--- src/rtl/ss_corr_mc_if.sv ---
// Register bus, sample stream and correlation output of ss_corr_mc.
// The slave modport is the correlator's view; the master modport is the driver's view.
interface ss_corr_mc_if #(
  parameter int SAMP_W = 12,
  parameter int ACC_W  = 32,
  parameter int CH_W   = 2
);
  logic [31:0]       din;
  logic [31:0]       dout;
  logic [3:0]        addr;
  logic              strobe;
  logic [SAMP_W-1:0] samp;
  logic              push_samp;
  logic              sync;
  logic              push_corr;
  logic [ACC_W-1:0]  corr;
  logic [CH_W-1:0]   corr_ch;

  modport master (
    output din, addr, strobe, samp, push_samp, sync,
    input  dout, push_corr, corr, corr_ch
  );

  modport slave (
    input  din, addr, strobe, samp, push_samp, sync,
    output dout, push_corr, corr, corr_ch
  );
endinterface

--- src/rtl/ss_corr_mc.sv ---
// Multi-channel spread spectrum correlator: one sample stream against N_CH PN codes,
// with per-period results serialized (optionally magnitude-gated) onto a shared output.
module ss_corr_mc #(
  parameter int SAMP_W   = 12,
  parameter int N_CH     = 4,
  parameter int CODE_LEN = 32,
  parameter int ACC_W    = 32
) (
  input  logic         clk,
  input  logic         reset,
  ss_corr_mc_if.slave  bus
);
  localparam int CH_W  = (N_CH > 1) ? $clog2(N_CH) : 1;
  localparam int CI_W  = $clog2(CODE_LEN);
  localparam int CMP_W = (ACC_W > 32) ? ACC_W : 32;

  typedef enum logic {IDLE, EMIT} ser_state_t;
  ser_state_t state, state_next;

  logic [CODE_LEN-1:0]     code [N_CH];
  logic [N_CH-1:0]         ch_en;
  logic                    thr_en;
  logic [31:0]             thresh;
  logic [15:0]             period_cnt;
  logic [CI_W-1:0]         chip_idx;
  logic signed [ACC_W-1:0] acc      [N_CH];
  logic signed [ACC_W-1:0] acc_next [N_CH];
  logic signed [ACC_W-1:0] hold     [N_CH];
  logic signed [ACC_W-1:0] samp_ext;
  logic [ACC_W-1:0]        mag;
  logic [N_CH-1:0]         qual, pend, pend_next;
  logic                    accept, period_end, emit;
  logic [CH_W-1:0]         emit_ch;
  logic [31:0]             rd_data;

  // Correlation datapath and threshold qualification of the would-be hold values
  always_comb begin
    accept     = bus.push_samp & ~bus.sync;
    period_end = accept && (chip_idx == CI_W'(CODE_LEN - 1));
    samp_ext   = {{(ACC_W-SAMP_W){bus.samp[SAMP_W-1]}}, bus.samp};
    qual       = '0;
    mag        = '0;
    for (int unsigned i = 0; i < N_CH; i++) begin
      acc_next[i] = code[i][chip_idx] ? acc[i] + samp_ext : acc[i] - samp_ext;
      mag         = acc_next[i][ACC_W-1] ? -acc_next[i] : acc_next[i];
      qual[i]     = ch_en[i] && (!thr_en || (CMP_W'(mag) >= CMP_W'(thresh)));
    end
  end

  always_comb begin
    rd_data = '0;
    for (int unsigned i = 0; i < N_CH; i++)
      if (bus.addr == 4'(i)) rd_data = 32'(code[i]);
    case (bus.addr)
      4'd8:    rd_data = {15'b0, thr_en, 16'(ch_en)};
      4'd9:    rd_data = thresh;
      4'd10:   rd_data = {8'b0, 8'(chip_idx), period_cnt};
      default: ;
    endcase
  end

  // Serializer: pend holds the still-to-emit qualified channels; lowest set bit goes next.
  // A period end reloads pend; the previous batch is always drained by then.
  always_comb begin
    state_next = state;
    pend_next  = pend;
    emit       = 1'b0;
    emit_ch    = '0;
    if (state == EMIT) begin
      for (int unsigned i = 0; i < N_CH; i++)
        if (pend[i] && !emit) begin
          emit    = 1'b1;
          emit_ch = CH_W'(i);
        end
      pend_next = pend & (pend - N_CH'(1));
      if (pend_next == '0) state_next = IDLE;
    end
    if (period_end) begin
      pend_next  = qual;
      state_next = (qual != '0) ? EMIT : IDLE;
    end
  end

  always_ff @(posedge clk) begin
    if (!reset) begin
      state <= IDLE;
      pend  <= '0;
    end else begin
      state <= state_next;
      pend  <= pend_next;
    end
  end

  always_ff @(posedge clk) begin
    if (!reset) begin
      for (int unsigned i = 0; i < N_CH; i++) begin
        code[i] <= '0;
        acc[i]  <= '0;
        hold[i] <= '0;
      end
      ch_en         <= '1;
      thr_en        <= 1'b0;
      thresh        <= '0;
      period_cnt    <= '0;
      chip_idx      <= '0;
      bus.dout      <= '0;
      bus.push_corr <= 1'b0;
      bus.corr      <= '0;
      bus.corr_ch   <= '0;
    end else begin
      bus.dout <= rd_data;
      if (bus.strobe) begin
        for (int unsigned i = 0; i < N_CH; i++)
          if (bus.addr == 4'(i)) code[i] <= bus.din[CODE_LEN-1:0];
        if (bus.addr == 4'd8) begin
          ch_en  <= bus.din[N_CH-1:0];
          thr_en <= bus.din[16];
        end
        if (bus.addr == 4'd9) thresh <= bus.din;
      end

      if (bus.sync) begin
        chip_idx <= '0;
        for (int unsigned i = 0; i < N_CH; i++) acc[i] <= '0;
      end else if (accept) begin
        chip_idx <= period_end ? '0 : chip_idx + CI_W'(1);
        for (int unsigned i = 0; i < N_CH; i++)
          acc[i] <= period_end ? '0 : acc_next[i];
        if (period_end) begin
          hold       <= acc_next;
          period_cnt <= period_cnt + 16'd1;
        end
      end

      bus.push_corr <= emit;
      if (emit) begin
        bus.corr    <= hold[emit_ch];
        bus.corr_ch <= emit_ch;
      end
    end
  end
endmodule
--- src/flat_wrapper.sv ---
// flat-port wrapper written by rule: the top's interface ports become plain ports
module ss_corr_mc_flat 
#(
  parameter int SAMP_W   = 12,
  parameter int N_CH     = 4,
  parameter int CODE_LEN = 32,
  parameter int ACC_W    = 32
)
  (clk, reset, bus_din, bus_addr, bus_strobe, bus_samp, bus_push_samp, bus_sync, bus_dout, bus_push_corr, bus_corr, bus_corr_ch);
  ss_corr_mc_if #(.SAMP_W(SAMP_W), .ACC_W(ACC_W)) bus_i ();
  input  logic clk;
  input  logic reset;
  input wire logic [$bits(bus_i.din)-1:0] bus_din;
  input wire logic [$bits(bus_i.addr)-1:0] bus_addr;
  input wire logic [$bits(bus_i.strobe)-1:0] bus_strobe;
  input wire logic [$bits(bus_i.samp)-1:0] bus_samp;
  input wire logic [$bits(bus_i.push_samp)-1:0] bus_push_samp;
  input wire logic [$bits(bus_i.sync)-1:0] bus_sync;
  output wire logic [$bits(bus_i.dout)-1:0] bus_dout;
  output wire logic [$bits(bus_i.push_corr)-1:0] bus_push_corr;
  output wire logic [$bits(bus_i.corr)-1:0] bus_corr;
  output wire logic [$bits(bus_i.corr_ch)-1:0] bus_corr_ch;
  assign bus_i.din = bus_din;
  assign bus_i.addr = bus_addr;
  assign bus_i.strobe = bus_strobe;
  assign bus_i.samp = bus_samp;
  assign bus_i.push_samp = bus_push_samp;
  assign bus_i.sync = bus_sync;
  assign bus_dout = bus_i.dout;
  assign bus_push_corr = bus_i.push_corr;
  assign bus_corr = bus_i.corr;
  assign bus_corr_ch = bus_i.corr_ch;
  ss_corr_mc #(.SAMP_W(SAMP_W), .N_CH(N_CH), .CODE_LEN(CODE_LEN), .ACC_W(ACC_W)) u_core (.clk(clk), .reset(reset), .bus(bus_i));
endmodule
--- config.mk ---
export PLATFORM = sky130hd
export DESIGN_NAME = ss_corr_mc_flat
export DESIGN_NICKNAME = d
export VERILOG_FILES = /design/src/rtl/ss_corr_mc_if.sv /design/src/rtl/ss_corr_mc.sv /design/src/flat_wrapper.sv
export SDC_FILE = /design/constraint.sdc
export NUM_CORES = 2
export LEC_CHECK = 0
export BUFFER_PORTS_ARGS = -buffer_cell sky130_fd_sc_hd__buf_2
export CORE_MARGIN = 8
export CORE_UTILIZATION = 58
export CTS_CLUSTER_DIAMETER = 150
export DETAILED_ROUTE_END_ITERATION = 8
export GPL_ROUTABILITY_DRIVEN = 1
export PLACE_DENSITY_LB_ADDON = 0.12
export SYNTH_ARGS = -nofsm -noshare
export SYNTH_HDL_FRONTEND = slang
export SYNTH_SLANG_ARGS = --single-unit
--- constraint.sdc ---
create_clock -name clk -period 8.55 [get_ports clk]
set_input_delay 0 -clock clk [delete_from_list [all_inputs] [get_ports clk]]
set_output_delay 0 -clock clk [all_outputs]
set_load 0.02 [all_outputs]
---- After elaboration in Yosys (flattened, before gate mapping) ----
Memories as Yosys holds them, arrays and structs flattened.
Index checks and enable logic that the tools add are counted.
word-level totals
  register bits ........................... 258
  bits in latches ......................... 0
  memory bits (writable) .................. 256
  bits in read-only memories .............. 0
  input port bits ......................... 53
  output and inout bits ................... 67
  word-level logic and storage cells ...... 169
  memories ................................ 2
memory list
  name         depth  width  read ports  clocked after memory_dff  write ports  line              RTL
  u_core.acc   4      32     4           0                         4            ss_corr_mc.sv:26  logic signed [ACC_W-1:0] acc [N_CH];
  u_core.code  4      32     4           0                         4            ss_corr_mc.sv:20  logic [CODE_LEN-1:0] code [N_CH];
operators by class
  add/sub/neg operators ................... 15
  $mul .................................... 0
  divide/modulo/power cells ............... 0
  magnitude comparators ................... 6
  equality and inequality tests ........... 7
  shift-type cells ........................ 0
  muxes and demuxes ....................... 83
  bitwise operators ....................... 17
  reductions and logical operators ........ 24
operators by type and width
  cell                     number
  $mux W32                 30
  $add A32 B12 Y32         4
  $ge A32 B32 Y1           4
  $neg A32 Y32             4
  $sub A32 B12 Y32         4
  $pmux W32 S3             1
  $bmux W32 S2             1
  $mux W1                  41
  $bmux W1 S5              4
  $add A16 B1 Y16 const B  1
  $eq A4 B4 Y1 const B     3
  $or A1 B1 Y1             12
  $eq A4 B2 Y1 const B     2
  $logic_and A1 B1 Y1      8
  $logic_not A4 Y1         2
  $mux W4                  2
  $lt A5 B6 Y1 const B     1
  $mux W2                  3
  $add A5 B1 Y5 const B    1
  $eq A5 B5 Y1 const B     1
  $mux W5                  1
  $and A4 B4 Y4            1
  $eq A4 B1 Y1 const B     1
  $logic_not A1 Y1         4
  other kinds (11)         16

---- Logic depth before layout (Yosys ltp) ----
  depth in word-level cells ............... 18
  gate-level depth with buffers ........... 36
  depth with buffers taken out ............ 29

---- Worst setup path before layout ----
No wires, ideal clock.
  path type ............................... register to register
  start point ............................. register u_core.chip_idx[1]
  end point ............................... register u_core.state
  library setup time ...................... 0.120 ns
  data arrival time ....................... 7.415 ns
  setup slack ............................. 1.015 ns
  cell stages (with the launch flop) ...... 35
  period minus slack after synthesis ...... 7.535 ns
  cells stage by stage .................... dfxtp_1 -> buf_2 -> buf_2 -> buf_2 -> buf_4 -> mux2i_1 -> o221ai_1 -> a221o_1 -> nand2_1 -> clkbuf_1 -> a21o_1 -> inv_1 -> fa_1 -> nand2b_1 -> a21oi_1 -> o211a_1 -> a211oi_1 -> or3_4 -> or3_1 -> or3_1 -> buf_6 -> nor4_4 -> a21oi_1 -> xor2_1 -> ha_1 -> a21o_1 -> a21o_1 -> a21o_1 -> a21oi_1 -> nor2b_1 -> o211ai_1 -> nand4b_1 -> a22o_1 -> or3_1 -> o31a_1
on the way
  word-level cells in the longest chain between the ends .. 11
  elaborated cells on any way between the ends .. 37
  those cells by class .................... add/sub (4); order compare (4); eq/ne (1); mux (18); reduce/logical (10)
RTL lines
  item                           line               RTL
  from (decl)                    ss_corr_mc.sv:25   logic [CI_W-1:0] chip_idx;
  from (signal assigned)         ss_corr_mc.sv:126  chip_idx <= period_end ? '0 : chip_idx + CI_W'(1);
  $bmux W1 S5                    ss_corr_mc.sv:44   acc_next[i] = code[i][chip_idx] ? acc[i] + samp_ext : acc[i] - samp_ext;
  $mux W1 (implied by the code)  ss_corr_mc.sv:44
  $mux W32                       ss_corr_mc.sv:44
  $neg A32 Y32                   ss_corr_mc.sv:45   mag = acc_next[i][ACC_W-1] ? -acc_next[i] : acc_next[i];
  $mux W32                       ss_corr_mc.sv:45
  $ge A32 B32 Y1                 ss_corr_mc.sv:46   qual[i] = ch_en[i] && (!thr_en || (CMP_W'(mag) >= CMP_W'(thresh)));
  $logic_or A1 B1 Y1             ss_corr_mc.sv:46
  $logic_and A1 B1 Y1            ss_corr_mc.sv:46
  $reduce_bool A4 Y1             ss_corr_mc.sv:80   state_next = (qual != '0) ? EMIT : IDLE;
  $mux W1                        ss_corr_mc.sv:80
  $mux W1 (*)                    ss_corr_mc.sv:78   if (period_end) begin
  to (signal assigned)           ss_corr_mc.sv:89   state <= state_next;
  to (decl)                      ss_corr_mc.sv:18   ser_state_t state, state_next;
Mark *: on every way between the ends. The rest lies on a longest branch, timed or not. The select of a mux whose other input is x is not followed.
A chain may end at the register's enable or synchronous reset.

---- Worst setup path in the final report ----
  start point ............................. register u_core.chip_idx[0]
  end point ............................... register u_core.pend[3]
on the way
  word-level cells in the longest chain between the ends .. 9
  elaborated cells on any way between the ends .. 12
  those cells by class .................... add/sub (1); order compare (1); eq/ne (1); mux (5); reduce/logical (4)
RTL lines
  item                           line              RTL
  $bmux W1 S5                    ss_corr_mc.sv:44
  $mux W1 (implied by the code)  ss_corr_mc.sv:44
  $mux W32                       ss_corr_mc.sv:44
  $neg A32 Y32                   ss_corr_mc.sv:45
  $mux W32                       ss_corr_mc.sv:45
  $ge A32 B32 Y1                 ss_corr_mc.sv:46
  $logic_or A1 B1 Y1             ss_corr_mc.sv:46
  $logic_and A1 B1 Y1            ss_corr_mc.sv:46
  $mux W4                        ss_corr_mc.sv:78
  to (signal assigned)           ss_corr_mc.sv:90  pend <= pend_next;
  to (decl)                      ss_corr_mc.sv:31  logic [N_CH-1:0] qual, pend, pend_next;
Several ways; a longest one is shown, not always the timed one. The select of a mux whose other input is x is not followed.

==> summary.txt <==
Run status
  • Outcome: completed

Routing
  • Total wire length after detailed routing: 130,400 um
  • Antenna Nets Post-Route: 0
  • Routed via count: around 33,000
  • Via-to-Cell Ratio: 6.472
  • DRT iter0 DRCs: 4,096
  • WL per Instance: 25.27 um
  • Number of remaining DRC errors: 0
  • Number of iterations in the first detailed-routing pass: 9

Job
  • Max Cap Viol: 0

STA
  • Final clock period utilization by the worst path: 96.63%
  • Max Transition Viols Final: 0
  • # setup viols final: 0
  • Slew at the pin with the worst max-slew slack: roughly 1300 ps
  • Fin Setup TNS: 0 ps
  • Max transition margin: 15.85%
  • Maximum operating frequency: 121.0 MHz
  • Number of failing hold endpoints at the final stage: 0
  • Post-layout min period: ~8300 ps
  • Setup repair after global routing missed its margin: no
  • Worst clock skew: 45.48 ps

Global route
  • Met3 track demand over resource in global routing: 6.509%
  • Met2 track utilization from global routing: 52.85%
  • Vias in the first global route: 30,630
  • Initial antenna violation count: 3
  • Total congestion overflow: 0
  • Most used routing layer in global routing: met2
  • Met1 track demand over resource: 49.79%
  • Pin count of the biggest net entering global routing: between 150 and 200
  • Wire length of the first global-routing pass: 193,400 um
  • Global-route usage over all layers: 35.82%

Synthesis
  • Post-synthesis sequential element count: 514
  • Yosys warning total: 0
  • Synthesized instance count: 4,185
  • Net count after synthesis: approximately 4,500
  • Number of enable-type register cells in the synthesized netlist: 224
  • Post-synthesis cell area: 35,660 um^2
  • Share of synthesized area occupied by flip-flops and latches: between 30% and 40%
  • Prevailing post-synth register cell: sky130_fd_sc_hd__dfxtp_1
  • Number of unique standard cell types used by synthesis: about 100
  • FFs w/ async S/R, synth: 0%
  • Syn Area/Cell: 8.522 um^2

Floorplan
  • DIE AREA: 69,680 um^2
  • Top-level port count: between 100 and 150
  • Core box area: 61,260 um^2
  • Starting density of the core: between 50 and 60%
  • Vert. Die Dim: 264.0 um
  • Die Width: 264.0 um
  • Rows: 91

Clock tree
  • Clock tree from TritonCTS: done
  • Clock buffer depth: 3
  • Maximum level of the CTS H-tree: 2
  • Clock insertion delay at the later pin of the skew report: 670 ps
  • Root buffer selected by CTS: sky130_fd_sc_hd__clkbuf_16
  • Clock-pin slew of the registers on the worst-case setup and hold paths: approximately 60 ps
  • Clock sink count: 514
  • Num CTS Buffers: 57

Critical path
  • Maximum fanout encountered on the critical timing path: 19
  • Worst path slowest cell: sky130_fd_sc_hd__or4b_1
  • Critical path data arrival time: 8810 ps
  • Setup slack of the worst register-to-register path: 290 ps
  • Logic depth of the worst register-to-register path: 27
  • Critical Path End Type: flip-flop
  • Maximum single-stage delay on the critical path: roughly 630 ps
  • Startpoint type of the worst setup path: flip-flop
  • Required time worst endpoint: 9100 ps
  • Worst r2r src: u_core.chip_idx[0]
  • Crit Path Category: reg -> reg
  • Reg-to-reg endpoint: u_core.pend[3]

Final layout
  • Area delta synth->final: 12.10%
  • Post-route design area: 39,980 um^2
  • Share of layout cells above drive strength 1: 11.08%
  • Cell Count, Final, Fillers Out: 5,160
  • Net count of the finished layout: 4,646

Power and ir drop
  • Power per Cell Area: 216.8 nW/um^2
  • Overall power consumption: a little under 9000 uW
  • Maximum vdd drop: between 0.2 and 0.25 mV
  • Leak: 0.01590 uW

Min path
  • Critical hold path startpoint: bus_addr[3]
  • Hold WC Path Type: in -> reg
  • WHS Endpoint: u_core.bus.dout[22]
  • Number of cells on the worst hold path: 5

Place
  • Final Wtd Congestion: 0.9991
  • Area post-placement: 37,630 um^2
  • Number of buffers added on ports: 119
  • Detailed placer's ending HPWL: about 95,000 um
  • Total instance count after detailed placement: ~5,000
[synthesized netlist by cell type (all sizes together), types with 58 or more instances]
cell type / n / share of area, %
xnor2: 136 / 3.3
nand3: 58 / 0.84
a211oi: 99 / 2.1
nand2: 511 / 5.4
nor3: 69 / 0.97
xor2: 126 / 3.1
a21o: 105 / 2.2
a22oi: 59 / 1.3
edfxtp: 224 / 19
ha: 270 / 9.5
clkbuf: 208 / 2.2
nor2: 412 / 4.3
dfxtp: 290 / 16
a21oi: 398 / 5.6
inv: 109 / 1.1
o21ai: 205 / 2.9
and2: 211 / 3.7
[per-layer routing]
metal | routed length, um | vias to the layer above | part of all wire [%]
li1 | - | 15410 | -
met1 | 53260 | 15760 | 41
met2 | 55080 | 1896 | 42
met3 | 14170 | 333 | 11
met4 | 7840 | 2 | 6.0
met5 | 46 | - | 0.035
[what timing repair did]
item,CTS,global route
buffers inserted,0,0
hold endpoints to repair,175,0
hold buffers,39,0
gates resized for setup,0,5
setup endpoints to repair,0,2
[stage by stage]
stage | hold WS [ps] | setup WS (ps) | utilization, %
3_3_place_gp | 273.3 | 192.5 | 61.44
3_5_place_dp | 282.5 | 60.85 | 61.44
5_1_grt | 75.03 | 50.48 | 65.26
2_1_floorplan | 125.1 | 1015 | -
6_report | 59.22 | 287.9 | 65.27
4_1_cts | 28.52 | 4.446 | 65.23
[flip-flops by register name, summed over array words and instances, names as in the netlist]
| signal | count |
|---|---|
| u_core.bus.corr_ch | 2 |
| u_core.code | 128 |
| u_core.state | 1 |
| u_core.acc | 128 |
| u_core.chip_idx | 5 |
| u_core.bus.dout | 32 |
| u_core.thresh | 32 |
| u_core.ch_en | 4 |
| u_core.hold | 128 |
| u_core.period_cnt | 16 |
| u_core.thr_en | 1 |
| u_core.bus.push_corr | 1 |
| u_core.pend | 4 |
| u_core.bus.corr | 32 |
[worst max-delay path by stage]
stage,start,end
2_1_floorplan,u_core.chip_idx[1],u_core.state
3_3_place_gp,u_core.chip_idx[0],u_core.pend[3]
3_5_place_dp,u_core.chip_idx[0],u_core.pend[3]
4_1_cts,u_core.chip_idx[0],u_core.pend[3]
5_1_grt,u_core.chip_idx[0],u_core.pend[3]
6_report,u_core.chip_idx[0],u_core.pend[3]
[cells in the final DEF, fill, tap and decap left out, types with 26 or more instances in the layout]
| master | netlist | final |
|---|---|---|
| sky130_fd_sc_hd__a21oi_1 | 396 | 396 |
| sky130_fd_sc_hd__a21o_1 | 105 | 105 |
| sky130_fd_sc_hd__and3_1 | 32 | 32 |
| sky130_fd_sc_hd__a31oi_1 | 43 | 43 |
| sky130_fd_sc_hd__and2_1 | 211 | 210 |
| sky130_fd_sc_hd__xnor2_1 | 136 | 134 |
| sky130_fd_sc_hd__mux2i_1 | 41 | 40 |
| sky130_fd_sc_hd__inv_1 | 108 | 108 |
| sky130_fd_sc_hd__nand3_1 | 56 | 56 |
| sky130_fd_sc_hd__nand2_1 | 511 | 510 |
| sky130_fd_sc_hd__dfxtp_1 | 290 | 288 |
| sky130_fd_sc_hd__o21a_1 | 26 | 26 |
| sky130_fd_sc_hd__o21ai_0 | 199 | 199 |
| sky130_fd_sc_hd__clkbuf_16 | 0 | 59 |
| sky130_fd_sc_hd__dlygate4sd3_1 | 0 | 39 |
| sky130_fd_sc_hd__ha_1 | 270 | 270 |
| sky130_fd_sc_hd__nor3_1 | 69 | 65 |
| sky130_fd_sc_hd__a311oi_1 | 36 | 36 |
| sky130_fd_sc_hd__or3_1 | 27 | 26 |
| sky130_fd_sc_hd__a211oi_1 | 97 | 96 |
| sky130_fd_sc_hd__nand4_1 | 43 | 43 |
| sky130_fd_sc_hd__xor2_1 | 126 | 125 |
| sky130_fd_sc_hd__buf_4 | 1 | 163 |
| sky130_fd_sc_hd__nor2b_1 | 35 | 35 |
| sky130_fd_sc_hd__nor2_1 | 412 | 410 |
| sky130_fd_sc_hd__mux4_2 | 31 | 31 |
| sky130_fd_sc_hd__a22oi_1 | 57 | 57 |
| sky130_fd_sc_hd__nand2b_1 | 46 | 45 |
| sky130_fd_sc_hd__edfxtp_1 | 224 | 224 |
| sky130_fd_sc_hd__buf_2 | 19 | 119 |
[report_power, final]
part | total [uW] | leakage, uW | switching, uW | internal, uW
logic | 3380 | 0.0103 | 2030 | 1350
registers | 2720 | 0.00468 | 57.9 | 2660
clock network | 2570 | 0.000930 | 1130 | 1440
total | 8670 | 0.0159 | 3220 | 5450
[cells by family after synthesis]
logic type	synth area share, %
AOI/OAI and AO/OA	21.03
buffers and inverters	3.849
muxes	3.361
xor gates and xnor gates	6.434
DFF	35.14
and+or+nand+nor	20.50
adders and majority gates	9.697
[layout make-up]
class	instances	area [um^2]
multi-input cells	3315	21880
fillers	5254	21280
flip-flops and latches	514	12540
repair buffers	321	2210
clock buffers	79	1635
well taps	790	988.4
inverters	110	420.4
clock inverters	29	299.0
diodes	2	5.005
[critical path, delay by kind of cell, from the launching register on]
kind | cells | cell delay (ps)
buffers and inverters | 3 | 890
AO/OA/AOI/OAI | 11 | 2430
adder cells (fa/ha/maj) | 2 | 750
flip-flops | 1 | 540
AND/OR/NAND/NOR | 6 | 1850
XOR/XNOR | 2 | 390
multiplexers | 3 | 1240
Power figures use the tool's default switching activity.
